$ cat src/rtl/dump_sequencer.sv
// Trace-dump sequencer: optional SPI calibration fetch, then streams the whole trace RAM ring to the UART.
// Build option DSM_CAL_EN enables the EEPROM gain/offset calibration states; without it a dump starts streaming at once.
module dump_sequencer #(
    parameter int NUM_CH = 3,
    parameter int ADDR_W = 9,
    parameter int GAIN_W = 3,
    parameter int CH_W   = (NUM_CH > 1) ? $clog2(NUM_CH) : 1
) (
    input  logic                     clk,
    input  logic                     rst_n,
    input  logic                     start_dump,
    input  logic                     abort,
    input  logic [CH_W-1:0]          channel,
    input  logic [NUM_CH*GAIN_W-1:0] ch_gain,
    input  logic [ADDR_W-1:0]        trace_ptr,
    input  logic                     spi_rdy,
    input  logic                     uart_rdy,
    output logic                     spi_start,
    output logic [15:0]              spi_tx,
    output logic                     flop_gain,
    output logic                     flop_offset,
    output logic                     uart_start,
    output logic [ADDR_W-1:0]        rd_addr,
    output logic [CH_W-1:0]          ch_sel,
    output logic                     busy,
    output logic                     dump_done,
    output logic                     aborted,
    output logic                     bad_ch,
    output logic [2:0]               dbg_state
);

    // Handshake: a strobe (spi_start/uart_start) fires in the cycle the matching
    // ready level is seen high; the responder drops ready the cycle after.
    typedef enum logic [2:0] {
        IDLE     = 3'd0,
`ifdef DSM_CAL_EN
        CAL_GAIN = 3'd1,
        CAL_OFF  = 3'd2,
        CAL_JUNK = 3'd3,
        CAL_WAIT = 3'd4,
`endif
        NEXT     = 3'd5,
        SEND     = 3'd6,
        DRAIN    = 3'd7
    } state_e;

    localparam logic [ADDR_W:0] FULL_CNT = {1'b1, {ADDR_W{1'b0}}};

    state_e            state_q, state_d;
    logic [CH_W-1:0]   ch_sel_q, ch_sel_d;
    logic [ADDR_W-1:0] rd_addr_q, rd_addr_d;
    logic [ADDR_W:0]   cnt_q, cnt_d;
    logic              ch_ok;

    assign ch_ok = (32'(channel) < 32'(NUM_CH));

`ifdef DSM_CAL_EN
    logic [GAIN_W-1:0] gain_sel;
    logic [5:0]        idx;
    logic [15:0]       gain_cmd;
    logic [15:0]       off_cmd;

    assign gain_sel = ch_gain[ch_sel_q*GAIN_W +: GAIN_W];

    always_comb begin
        idx = '0;
        idx[CH_W+GAIN_W-1:0] = {ch_sel_q, gain_sel};
    end

    assign gain_cmd = {2'b00, idx, 7'b0, 1'b1};
    assign off_cmd  = {2'b00, idx, 8'h00};
`else
    logic unused_cal;
    assign unused_cal  = ^{spi_rdy, ch_gain};
    assign spi_start   = 1'b0;
    assign spi_tx      = 16'h0000;
    assign flop_gain   = 1'b0;
    assign flop_offset = 1'b0;
`endif

    // Next state and Mealy strobes; abort outranks everything outside IDLE.
    always_comb begin
        state_d    = state_q;
        ch_sel_d   = ch_sel_q;
        rd_addr_d  = rd_addr_q;
        cnt_d      = cnt_q;
        uart_start = 1'b0;
        dump_done  = 1'b0;
        aborted    = 1'b0;
        bad_ch     = 1'b0;
`ifdef DSM_CAL_EN
        spi_start   = 1'b0;
        spi_tx      = 16'h0000;
        flop_gain   = 1'b0;
        flop_offset = 1'b0;
`endif
        if (state_q == IDLE) begin
            if (start_dump) begin
                if (ch_ok) begin
                    ch_sel_d  = channel;
                    rd_addr_d = trace_ptr;
                    cnt_d     = '0;
`ifdef DSM_CAL_EN
                    state_d   = CAL_GAIN;
`else
                    state_d   = NEXT;
`endif
                end else begin
                    bad_ch = 1'b1;
                end
            end
        end else if (abort) begin
            aborted = 1'b1;
            state_d = IDLE;
        end else begin
            case (state_q)
`ifdef DSM_CAL_EN
                CAL_GAIN: begin
                    spi_start = 1'b1;
                    spi_tx    = gain_cmd;
                    state_d   = CAL_OFF;
                end
                CAL_OFF: begin
                    if (spi_rdy) begin
                        spi_start = 1'b1;
                        spi_tx    = off_cmd;
                        state_d   = CAL_JUNK;
                    end
                end
                CAL_JUNK: begin
                    // Gain word arrives while the offset read is clocked; a junk read flushes the offset.
                    if (spi_rdy) begin
                        flop_gain = 1'b1;
                        spi_start = 1'b1;
                        spi_tx    = off_cmd;
                        state_d   = CAL_WAIT;
                    end
                end
                CAL_WAIT: begin
                    if (spi_rdy) begin
                        flop_offset = 1'b1;
                        state_d     = NEXT;
                    end
                end
`endif
                NEXT: begin
                    state_d = (cnt_q == FULL_CNT) ? DRAIN : SEND;
                end
                SEND: begin
                    if (uart_rdy) begin
                        uart_start = 1'b1;
                        rd_addr_d  = rd_addr_q + ADDR_W'(1);
                        cnt_d      = cnt_q + (ADDR_W+1)'(1);
                        state_d    = NEXT;
                    end
                end
                DRAIN: begin
                    if (uart_rdy) begin
                        dump_done = 1'b1;
                        state_d   = IDLE;
                    end
                end
                default: state_d = IDLE;
            endcase
        end
    end

    always_ff @(posedge clk or negedge rst_n) begin
        if (!rst_n) begin
            state_q   <= IDLE;
            ch_sel_q  <= '0;
            rd_addr_q <= '0;
            cnt_q     <= '0;
        end else begin
            state_q   <= state_d;
            ch_sel_q  <= ch_sel_d;
            rd_addr_q <= rd_addr_d;
            cnt_q     <= cnt_d;
        end
    end

    assign rd_addr   = rd_addr_q;
    assign ch_sel    = ch_sel_q;
    assign busy      = (state_q != IDLE);
    assign dbg_state = state_q;

endmodule

$ cat config.mk
export PLATFORM = sky130hd
export DESIGN_NAME = dump_sequencer
export DESIGN_NICKNAME = d
export VERILOG_FILES = /design/src/rtl/dump_sequencer.sv
export SDC_FILE = /design/constraint.sdc
export NUM_CORES = 1
export LEC_CHECK = 0
export CAP_MARGIN = 25
export CORE_ASPECT_RATIO = 1.4
export CORE_MARGIN = 2
export CORE_UTILIZATION = 40
export CTS_CLUSTER_DIAMETER = 100
export DETAILED_ROUTE_END_ITERATION = 7
export GPL_TIMING_DRIVEN = 0
export HOLD_SLACK_MARGIN = 0.05
export PLACE_DENSITY_LB_ADDON = 0.05
export SLEW_MARGIN = 10
export SYNTH_ARGS = -nofsm -noshare
export SYNTH_HDL_FRONTEND = slang
export SYNTH_SLANG_ARGS = --single-unit
$ cat constraint.sdc
create_clock -name clk -period 2.4 [get_ports clk]
set_input_delay 0.24 -clock clk [delete_from_list [all_inputs] [get_ports clk]]
set_output_delay 0.24 -clock clk [all_outputs]
set_load 0.05 [all_outputs]
==> flow_summary.json <==
{
  "run_status": "finished clean",
  "layout-drive-gt1-share_pct": 15.02,
  "cts_max_path_buffers": 2,
  "tightestPinTransition_ns": 0.6588,
  "layout_common_cells": "clkdlybuf4s50_1 (30), dfrtp_1 (24), buf_4 (22)",
  "crit_fanout": 10,
  "clock_sinks": 24,
  "crit_path_max_incr_delay_ns": 0.54,
  "antenna_found_initial": 0,
  "syn-cell-area_mm2": 0.001519,
  "hpwlAfterDp_um": 2966,
  "synth_area_per_cell_um2": 8.730,
  "skew_ns": 0.001028,
  "worstRegToRegCells": 8,
  "fin_crit_sh_pct": 94.44,
  "fin_crit_ns": 2.267,
  "worst_ep_required_time_ns": 2.16,
  "grt_usage_pct": 18.45,
  "path_depth": 6,
  "hold_viol_final": 0,
  "cts-root-buf": "clkbuf_8",
  "gp_congestion": 0.7697,
  "end_kind": "output port",
  "drc": 0,
  "ys.flop_type": "dfrtp_1",
  "synthToLayoutAreaGrowth_pct": 35.26,
  "grt_pass1_wl_um": 6410,
  "ys_warn_count": 0,
  "wl_per_cell_um": 13.90,
  "cp-endpoint": "bad_ch",
  "clk_latency_ns": 0.27,
  "cts_tree": "done",
  "drtIter0Drc": 52,
  "fp.dieArea_mm2": 0.004313,
  "p_per_area_mw_per_mm2": 1101,
  "routed_wl_um": 3822,
  "path_buf_inv": 3,
  "hold_ws_ns": 0.3714,
  "die_w_um": 56.08,
  "synth_edf_count": 0,
  "reg2reg_slack_ns": 0.57,
  "r2r_end": "cnt_q[5]",
  "ys_seq_area_share_pct": 39.54,
  "cp_data_arrival_time_ns": 2.03,
  "nets": 264,
  "vias_per_cell": 5.233,
  "syn_inst": 174,
  "async_reset_ff_share_pct": 100.0,
  "grt.overflow.total": 0,
  "htree_levels": 1,
  "cts_buffers": 3,
  "drv_cap": 0,
  "cts_hold_buffers": 0,
  "yosysUniqueCellTypes": 43,
  "cp_cell_sequence": "buf_2, nor3_4, buf_4, nand2_1, nor2_1, dlygate4sd2_1",
  "drtAntennaViolNets": 0,
  "dp_slack_ns": -0.03315,
  "fin_util_pct": 56.39,
  "drt_first_pass_iters": 4,
  "antennaDiodeCount": 0,
  "synth_seq_cells": 24,
  "fp-row-count": 26,
  "hp-class": "primary input to asynchronous set/reset pin",
  "p_leak_nw": 0.9455,
  "io_pins": 64,
  "cts.clk_slew.worst_paths_ns": 0.09,
  "grt_max_degree": 15,
  "crit_type": "flop to output port",
  "io_buffers": 34,
  "core-area_mm2": 0.003643,
  "start_util_pct": 41.69,
  "fin_ws_ns": 0.1333,
  "grt_pass1_vias": 1403,
  "slew_violations": 0,
  "start_kind": "flop",
  "r2r_start": "dbg_state[0]",
  "fmax_ghz": 0.4412,
  "rsz0062_at_grt": "false",
  "slew-limit-headroom_pct": 55.94,
  "ir_drop_v": 0.0008655,
  "setup_viol": 0,
  "die_y_um": 76.91,
  "critPathSlowestCell": "dlygate4sd2_1",
  "startpoint": "dbg_state[0]",
  "final_common_cell": "clkdlybuf4s50_1",
  "critPathTopFamily": "buffers and inverters",
  "num_vias": 1439
}
==> per-stage QoR <==
| stage | instances | area (um^2) | power [W] | setup TNS, ns |
|---|---|---|---|---|
| 2_1_floorplan | 192 | 1588 | 0.001561 | 0 |
| 3_3_place_gp | 268 | 1981 | 0.001970 | -0.02379 |
| 3_5_place_dp | 269 | 1996 | 0.001987 | -0.03622 |
| 4_1_cts | 272 | 2032 | 0.002222 | -0.02544 |
| 5_1_grt | 275 | 2054 | 0.002396 | 0 |
| 6_report | 275 | 2054 | 0.002262 | 0 |
==> sequential cells by signal (all words and copies together), names as in the netlist <==
signal / cells
dbg_state: 3
rd_addr: 9
ch_sel: 2
cnt_q: 10
==> worst reg2reg max path, cell delays in order (launching register included) <==
cell and delay, ns:
dfrtp_1 0.38, buf_2 0.19, nor3_4 0.23, buf_4 0.17
buf_4 0.12, buf_2 0.21, nand2_1 0.19, o211ai_1 0.14
o31ai_1 0.09
==> what timing repair did <==
item                       CTS  global route
setup endpoints to repair    4             3
pin swaps                    0             1
setup buffers                0             3
gates resized for setup      4             0
==> synthesized netlist by cell type, types with 2 or more instances <==
cell,number,area [um^2]
o22a_1,2,17.52
and3_1,3,18.77
inv_1,5,18.77
and4_1,2,17.52
o22ai_1,2,12.51
buf_2,5,25.02
buf_4,19,142.6
or3_1,2,12.51
nand4_1,2,12.51
nor2_1,12,45.04
nand2_1,19,71.32
a21oi_1,15,75.07
o31ai_1,2,15.01
nand3_1,7,35.03
o211ai_1,2,15.01
and2_1,3,18.77
dfrtp_1,24,600.6
xnor2_1,3,26.28
nor4_1,2,12.51
ha_1,3,37.54
nor3_1,5,25.02
o21ai_0,14,70.07
==> final cells by class <==
type	count	area, um^2
fillers	366	1589
multi-input cells	138	795.8
flip-flops and latches	24	600.6
repair buffers	38	372.9
plain buffers	25	172.7
well taps	42	52.55
clock buffers	3	41.29
inverters	5	18.77
==> report_power, final <==
part,total [W],leakage (nW),switching (W),internal [W]
clock,0.000245,0.0216,0.000133,0.000112
sequential,0.000638,0.308,0.000128,0.000511
combinational,0.00138,0.616,0.000910,0.000468
total,0.00226,0.945,0.00117,0.00109
==> layer usage <==
metal	vias up	global-route usage, %	routed length (um)
met5	-	0	0
li1	714	-	-
met3	6	2.192	120
met2	32	36.00	2099
met1	687	19.72	1541
met4	0	6.429	59
==> cell families after synthesis <==
family                   count (synthesis)  synth area share [%]
adder cells (fa/ha/maj)                  3                 2.471
AND/OR/NAND/NOR                         66                 24.38
buffers and inverters                   30                 12.52
flip-flops                              24                 39.54
AO/OA/AOI/OAI                           46                 18.45
XOR/XNOR                                 3                 1.730
other                                    1                0.2469
multiplexers                             1                0.6590
==> worst min-delay path by stage <==
stage / start / to / cells after the start
floorplan: rst_n / ch_sel[0] / 0
global placement: ch_sel[1] / ch_sel[1] / 1
detailed placement: ch_sel[0] / ch_sel[0] / 1
CTS: rst_n / cnt_q[7] / 1
global route: rst_n / cnt_q[7] / 1
finish: rst_n / ch_sel[0] / 1
(Power assumes the default switching activity.)
